## config.mk

```make
export PLATFORM = sky130hd
export DESIGN_NAME = gray_conv_sched
export DESIGN_NICKNAME = d
export VERILOG_FILES = /design/src/rtl/gray_conv_sched.sv
export SDC_FILE = /design/constraint.sdc
export NUM_CORES = 1
export LEC_CHECK = 0
export CORE_ASPECT_RATIO = 1.25
export CORE_MARGIN = 2
export CORE_UTILIZATION = 43
export CTS_CLUSTER_SIZE = 25
export DETAILED_ROUTE_END_ITERATION = 10
export PLACE_DENSITY = 0.79
export SLEW_MARGIN = 20
export SYNTH_ARGS = -nofsm -noshare
export SYNTH_HDL_FRONTEND = slang
export SYNTH_SLANG_ARGS = --single-unit
```

## constraint.sdc

```tcl
create_clock -name clk -period 1.6 [get_ports clk]
set_input_delay 0.16 -clock clk [delete_from_list [all_inputs] [get_ports clk]]
set_output_delay 0.16 -clock clk [all_outputs]
set_load 0.03 [all_outputs]
```

## src/rtl/gray_conv_sched.sv

```systemverilog
// rtl/gray_conv_sched.sv - two-requester round-robin Gray-to-binary converter, one bit per cycle
module gray_conv_sched #(
  parameter int W = 4
) (
  input  logic         clk,
  input  logic         rst_n,
  input  logic         req0,
  input  logic [W-1:0] gray0,
  output logic         ack0,
  input  logic         req1,
  input  logic [W-1:0] gray1,
  output logic         ack1,
  output logic         out_valid,
  input  logic         out_ready,
  output logic [W-1:0] out_bin,
  output logic [W-1:0] out_gray,
  output logic         out_id,
  output logic         busy
);

  typedef enum logic [1:0] {
    IDLE = 2'd0,
    CONV = 2'd1,
    HOLD = 2'd2
  } state_t;

  state_t       state_q, state_d;
  logic [W-1:0] gray_q, gray_d;
  logic [W-1:0] bin_q, bin_d;
  logic [W-1:0] sel_q, sel_d;
  logic         id_q, id_d;
  logic         last_q, last_d;
  logic         ack0_q, ack0_d;
  logic         ack1_q, ack1_d;
  logic         grant;

  always_ff @(posedge clk or negedge rst_n) begin
    if (!rst_n) begin
      state_q <= IDLE;
      gray_q  <= '0;
      bin_q   <= '0;
      sel_q   <= '0;
      id_q    <= 1'b0;
      last_q  <= 1'b1;
      ack0_q  <= 1'b0;
      ack1_q  <= 1'b0;
    end else begin
      state_q <= state_d;
      gray_q  <= gray_d;
      bin_q   <= bin_d;
      sel_q   <= sel_d;
      id_q    <= id_d;
      last_q  <= last_d;
      ack0_q  <= ack0_d;
      ack1_q  <= ack1_d;
    end
  end

  always_comb begin
    state_d = state_q;
    gray_d  = gray_q;
    bin_d   = bin_q;
    sel_d   = sel_q;
    id_d    = id_q;
    last_d  = last_q;
    ack0_d  = 1'b0;
    ack1_d  = 1'b0;
    grant   = 1'b0;
    case (state_q)
      IDLE: begin
        if (req0 || req1) begin
          grant   = (req0 && req1) ? ~last_q : req1;
          gray_d  = grant ? gray1 : gray0;
          id_d    = grant;
          last_d  = grant;
          bin_d   = '0;
          sel_d   = {1'b1, {(W-1){1'b0}}};
          ack0_d  = ~grant;
          ack1_d  = grant;
          state_d = CONV;
        end
      end
      CONV: begin
        // sel_q walks MSB->LSB; bin_q>>1 supplies the already-resolved bit above
        bin_d = bin_q | (sel_q & (gray_q ^ (bin_q >> 1)));
        sel_d = sel_q >> 1;
        if (sel_q[0]) state_d = HOLD;
      end
      HOLD: begin
        if (out_ready) state_d = IDLE;
      end
      default: state_d = IDLE;
    endcase
  end

  assign ack0      = ack0_q;
  assign ack1      = ack1_q;
  assign out_valid = (state_q == HOLD);
  assign busy      = (state_q != IDLE);
  assign out_bin   = bin_q;
  assign out_gray  = gray_q;
  assign out_id    = id_q;

endmodule

```

==> summary.md, run 1 <==
| Metric | Value |
|---|---|
| Status | `completed` |
| Tightest Hold Check Type | `in2async` |
| Yosys warns | `0` |
| Crit path largest cell delay | `690 ps` |
| Synthesized area | `771 um^2` |
| CTS buffer count | `3` |
| CP cell instances | `clkdlybuf4s50_1` |
| Port bufs | `25` |
| Initial DRC count | `3` |
| Hold Fails Final Rpt | `0` |
| Routability cong. | `0.753` |
| Distinct cells, synth | `24` |
| I/O pins | `26` |
| Antenna-violating nets left | `0` |
| Grt total ovfl | `0` |
| Worst rel slew slack | `67.8%` |
| Cell family with most CP delay | `buffers and inverters` |
| Peak supply drop | `0.00136 V` |
| Synth area leader | `dfrtp_1` |
| All-Layer GR Usage | `18.4%` |
| Worst setup SP type | `flip-flop` |
| CTS Sinks | `18` |
| Max frequency | `653 MHz` |
| Hpwl dp | `1350 um` |
| Die ar. | `2150 um^2` |
| R2R Path End | `out_gray[0]` |
| Syn Nets | `75` |
| EDFF count, synth | `0` |
| Worst Path Required | `1440 ps` |
| CP endpoint kind | `primary output` |
| Reg2reg path depth | `3` |
| Postcts setup bufs | `0` |
| Number of buffers and inverters on the critical path | `1` |
| Max Clock Skew | `1.37 ps` |
| Synth-to-Final Area Change | `46.1%` |
| Max-slew violations | `0` |
| Layout Nets | `111` |
| Synth top cells by count | `dfrtp_1, nand2_1` |
| Setup tns final | `0 ps` |
| Average wire per standard cell | `14.6 um` |
| Slowest cell on crit path | `clkdlybuf4s50_1` |
| # setup viols final | `0` |
| Core Rows | `17` |
| Avg Inst Size Synth | `12.4 um^2` |
| CTS tree | `done` |
| Post-synthesis sequential area ratio | `58.6%` |
| Slew of the pin with the lowest slew margin | `483 ps` |
| Fin util | `65.4%` |
| Vias in the first global route | `688` |
| Final WL | `1690 um` |
| Core area | `1720 um^2` |
| Diode count | `0` |
| Fin crit share | `95.7%` |
| Minimum clock period | `1530 ps` |
| Instance count of the mapped netlist | `62` |
| Total number of vias | `614` |
| Worst Path Max Fanout | `3` |
| Clock Tree Buf Depth | `2` |
| Root buf cell | `clkbuf_4` |
| Synth Flop Type | `dfrtp_1` |
| First-pass GRT wire length | `2960 um` |
| FF-to-FF setup slack | `170 ps` |
| H-tree depth | `1` |
| Die height | `51.3 um` |
| Starting density of the core | `44.7%` |
| Worst EP arrival | `1370 ps` |
| Leakage | `0.000538 uW` |
| Synth area leaders | `dfrtp_1, mux2_4, dfstp_2, xor2_1, mux2_2` |
| Most common cell in the synthesized netlist | `dfrtp_1` |
| Final Total Pwr | `2250 uW` |
| MaxCap Viol Count | `0` |
| Levels on crit path | `1` |
| CTS clk-pin slew, worst paths | `100 ps` |
| Die W | `41.9 um` |
| #FFs+latches synth | `18` |
| Layout cells sized above 1 | `19.6%` |
| Vias per inst | `5.29` |
| Hold buffer count at cts | `0` |
| Worst skew pair latency | `280 ps` |
| Synth top area share | `55.2%` |
| CP Launch Point | `out_gray[3]` |
| First-pass iteration count of the detailed router | `3` |
| RR Startpoint | `state_q[1]` |
| Post-synth ARST share | `100%` |
| RSZ-0062 raised after global routing | `no` |
| WS Path Type | `reg2out` |
| Fillers | `144` |
| Initial antenna violation count | `0` |
| Largest net degree at the start of global routing | `19` |
| Power density cells | `2000 nW/um^2` |
| # DRC | `0` |
power breakdown:
part           total, uW  internal [uW]  switching [uW]
registers            838            665             173
clock network        271            138             133
logic               1140            523             619
layer usage:
metal	global-route usage, %	routed length (um)
met1	20.2	641
met2	34.9	978
met5	0	0
met3	2.12	58
met4	8.06	13
repair_timing:
action / 4_1_cts / 5_1_grt
hold endpoints to repair: 0 / 0
pin swaps: 0 / 0
gates resized for setup: 2 / 1
endpoints found under the setup margin: 2 / 1
through the flow:
| stage | worst slack (ps) | instance area [um^2] | std cells | hold slack [ps] |
|---|---|---|---|---|
| 6_report | 68.1 | 1130 | 116 | 184 |
| 5_1_grt | 7.46 | 1130 | 116 | 200 |
| 4_1_cts | 42.3 | 1120 | 116 | 187 |
| 3_5_place_dp | 27.6 | 1090 | 112 | 482 |
| 3_3_place_gp | 45.3 | 1090 | 112 | 461 |
| 2_1_floorplan | 262 | 771 | 62 | -136 |
worst max-delay path by stage:
| stage | endpoint | slack [ps] |
|---|---|---|
| 2_1_floorplan | out_gray[0] | 260 |
| 6_report | out_gray[3] | 70 |
| 3_3_place_gp | out_gray[0] | 50 |
| 5_1_grt | busy | 7 |
| 4_1_cts | out_gray[2] | 40 |
| 3_5_place_dp | out_gray[0] | 30 |
cell usage in the layout, fill, tap and decap left out:
cell / count
o21ai_0: 3
buf_4: 6
a21bo_4: 1
a22o_1: 1
o21a_1: 1
clkdlybuf4s50_1: 22
o21ai_1: 1
clkbuf_4: 3
mux2_4: 2
a21o_1: 2
o31ai_1: 1
mux2_2: 2
xor2_1: 3
nor3_2: 1
and2_1: 2
a31oi_1: 3
dlymetal6s2s_1: 1
o2111a_1: 2
nand2_1: 5
dlygate4sd2_1: 2
clkbuf_8: 1
nor2_1: 3
nor2_2: 1
a221o_1: 2
dfrtp_1: 17
nand2b_1: 2
a31o_2: 1
dfstp_2: 1
nor2b_1: 2
inv_1: 3
flip-flops by register name (all words and copies together) (netlist names):
signal    count
ack0          1
ack1          1
last_q        1
out_bin       4
out_gray      4
out_id        1
sel_q         4
state_q       2
logic make-up after synthesis:
family	share of synthesized area (%)
simple gates	10.9
compound gates	18.8
mux	6.82
flops	58.6
xor+xnor	3.41
buf+inv	1.46
cell type report:
cell class                      count  area [um^2]  share of cell area, %
Clock buffer                        4         36.3                   3.22
Sequential cell                    18          452                   40.1
Inverter                            3         11.3                   1.00
Timing Repair Buffer               31          295                   26.2
Tap cell                           19         23.8                   2.11
Multi-Input combinational cell     41          308                   27.3
No activity file was read; power rests on OpenSTA's default activity.
==> inputs of run 2 (changes only) <==
- CORE_MARGIN: 2 -> 3
- RECOVER_POWER: unset -> 50
==> summary.md, run 2 (synthesis results as in run 1) <==
| Metric | Value |
|---|---|
| Diode count | `0 (unchanged)` |
| Die W | `43.9 um (+4.8%)` |
| Post-layout instance area | `1110 um^2 (-1.0%)` |
| Routability cong. | `0.764 (+1.6%)` |
| CTS buffer count | `3 (unchanged)` |
| Hold Fails Final Rpt | `0 (unchanged)` |
| Hpwl dp | `1340 um (-0.30%)` |
| First-pass iteration count of the detailed router | `4 (+1)` |
| CTS Sinks | `18 (unchanged)` |
| CTS clk-pin slew, worst paths | `100 ps (about the same)` |
| Initial DRC count | `8 (+5)` |
| MaxCap Viol Count | `0 (unchanged)` |
| Final WL | `1730 um (+2.4%)` |
| Starting density of the core | `47.5% (+2.8 points)` |
| Average wire per standard cell | `15.2 um (+4.2%)` |
| Total number of vias | `624 (+1.6%)` |
| Worst setup SP type | `flip-flop` |
| Peak supply drop | `0.00116 V (-15%)` |
| Hold buffer count at cts | `0 (unchanged)` |
| Cell family with most CP delay | `buffers and inverters` |
| Vias in the first global route | `660 (-4.1%)` |
| # DRC | `0 (unchanged)` |
| Max Clock Skew | `3.44 ps (+2.07 ps)` |
| Worst EP arrival | `1390 ps (+20 ps)` |
| Number of buffers and inverters on the critical path | `1 (unchanged)` |
| Worst Path Required | `1440 ps (about the same)` |
| Largest net degree at the start of global routing | `13 (-6)` |
| Most frequent cells in the layout | `clkdlybuf4s50_1, dfrtp_1, nand2_1` |
| # setup viols final | `0 (unchanged)` |
| Layout Nets | `110 (-0.90%)` |
| Max frequency | `644 MHz (-1.3%)` |
| Synth-to-Final Area Change | `44.6%` |
| Layout cells sized above 1 | `15.6% (-4.0 points)` |
| Slowest cell on crit path | `clkdlybuf4s50_1` |
| CP cell instances | `clkdlybuf4s50_1` |
| Root buf cell | `clkbuf_4` |
| RSZ-0062 raised after global routing | `no` |
| CTS tree | `done` |
| Vias per inst | `5.47 (+3.4%)` |
| Worst Path Max Fanout | `3 (unchanged)` |
| Worst rel slew slack | `56.2% (-12 points)` |
| Initial antenna violation count | `0 (unchanged)` |
| Die ar. | `2340 um^2 (+8.9%)` |
| Worst skew pair latency | `290 ps (about the same)` |
| Leakage | `0.000528 uW (-1.9%)` |
| Commonest non-fill, non-tap cell in the layout | `clkdlybuf4s50_1` |
| WS Path Type | `reg2out` |
| Power density cells | `2030 nW/um^2 (+1.4%)` |
| Core area | `1620 um^2 (-5.9%)` |
| Status | `completed` |
| Clock Tree Buf Depth | `2 (unchanged)` |
| Core Rows | `16 (-1)` |
| I/O pins | `26 (unchanged)` |
| Grt total ovfl | `0 (unchanged)` |
| Slew of the pin with the lowest slew margin | `657 ps (+174 ps)` |
| FF-to-FF setup slack | `150 ps (-20 ps)` |
| H-tree depth | `1 (unchanged)` |
| Crit path largest cell delay | `700 ps (about the same)` |
| Tightest Hold Check Type | `in2async` |
| Port bufs | `25 (unchanged)` |
| CP endpoint kind | `primary output` |
| Fin crit share | `97.0% (+1.2 points)` |
| Antenna-violating nets left | `0 (unchanged)` |
| All-Layer GR Usage | `16.6% (-1.8 points)` |
| Minimum clock period | `1550 ps (+19.7 ps)` |
| Placed Instance Area | `1080 um^2 (-0.80%)` |
| Setup tns final | `0 ps (unchanged)` |
| Max-slew violations | `0 (unchanged)` |
| First-pass GRT wire length | `2760 um (-6.8%)` |
| Die height | `53.3 um (+3.9%)` |
-- run 2: area by class of cell --
class | count | area [um^2]
Inverter | 3 | 11.3
Timing Repair Buffer | 30 | 280
Sequential cell | 18 | 452
Tap cell | 18 | 22.5
Multi-Input combinational cell | 41 | 313
Clock buffer | 4 | 36.3
Fill cell | 125 | 507
-- run 2: metal layers --
| layer | GRT usage, % | routed length [um] | part of all wire [%] |
|---|---|---|---|
| met5 | 0 | 0 | 0 |
| met4 | 11.1 | 13 | 0.75 |
| met3 | 2.38 | 103 | 5.9 |
| met2 | 29.6 | 935 | 54 |
| met1 | 17.7 | 680 | 39 |
-- run 2: stage by stage --
stage / utilization [%] / worst slack (ps) / std cells / power [uW] / hold slack (ps)
after floorplan: - / 262 / 62 / 1510 / -136
after global placement: 66.7 / 17.5 / 110 / 1980 / 427
after detailed placement: 66.7 / -17.2 / 110 / 2010 / 435
after CTS: 68.8 / 32.3 / 114 / 2290 / 98.3
after global routing: 68.8 / 1.48 / 114 / 2400 / 174
final: 68.8 / 48.4 / 114 / 2260 / 178
-- run 2: timing repair --
action,4_1_cts,5_1_grt
endpoints found under the setup margin,2,2
buffers inserted,0,0
pin swaps,0,0
resized for setup,2,2
-- run 2: path summary, 6_finish.rpt --
path	start	endpoint	cells after the start
worst max-delay path	out_gray[3]	out_gray[3]	1
worst min-delay path	rst_n	state_q[1]	1
worst max register to register	last_q	out_gray[0]	3
worst min register to register	out_bin[0]	out_bin[0]	2
max in group asynchronous	rst_n	out_gray[3]	2
min in group clk	gray1[2]	out_gray[2]	2
-- run 2: where the power goes --
part | leakage, uW | switching, uW | internal [uW] | total (uW)
Clock | 0.0000210 | 143 | 139 | 282
Sequential | 0.000226 | 183 | 661 | 844
Combinational | 0.000280 | 625 | 510 | 1130
Total | 0.000528 | 951 | 1310 | 2260
-- run 2: worst reg2reg max path: cells and delay by family (launching register included) --
kind            cells  cell delay (ps)
mux                 2              560
flops               1              600
compound gates      1              190
==> inputs of run 3 (changes only) <==
- ABC_CLOCK_PERIOD_IN_PS: unset -> 1600
==> results of run 3 <==
No change in the layout: final DEF, timing and power equal those of run 2.
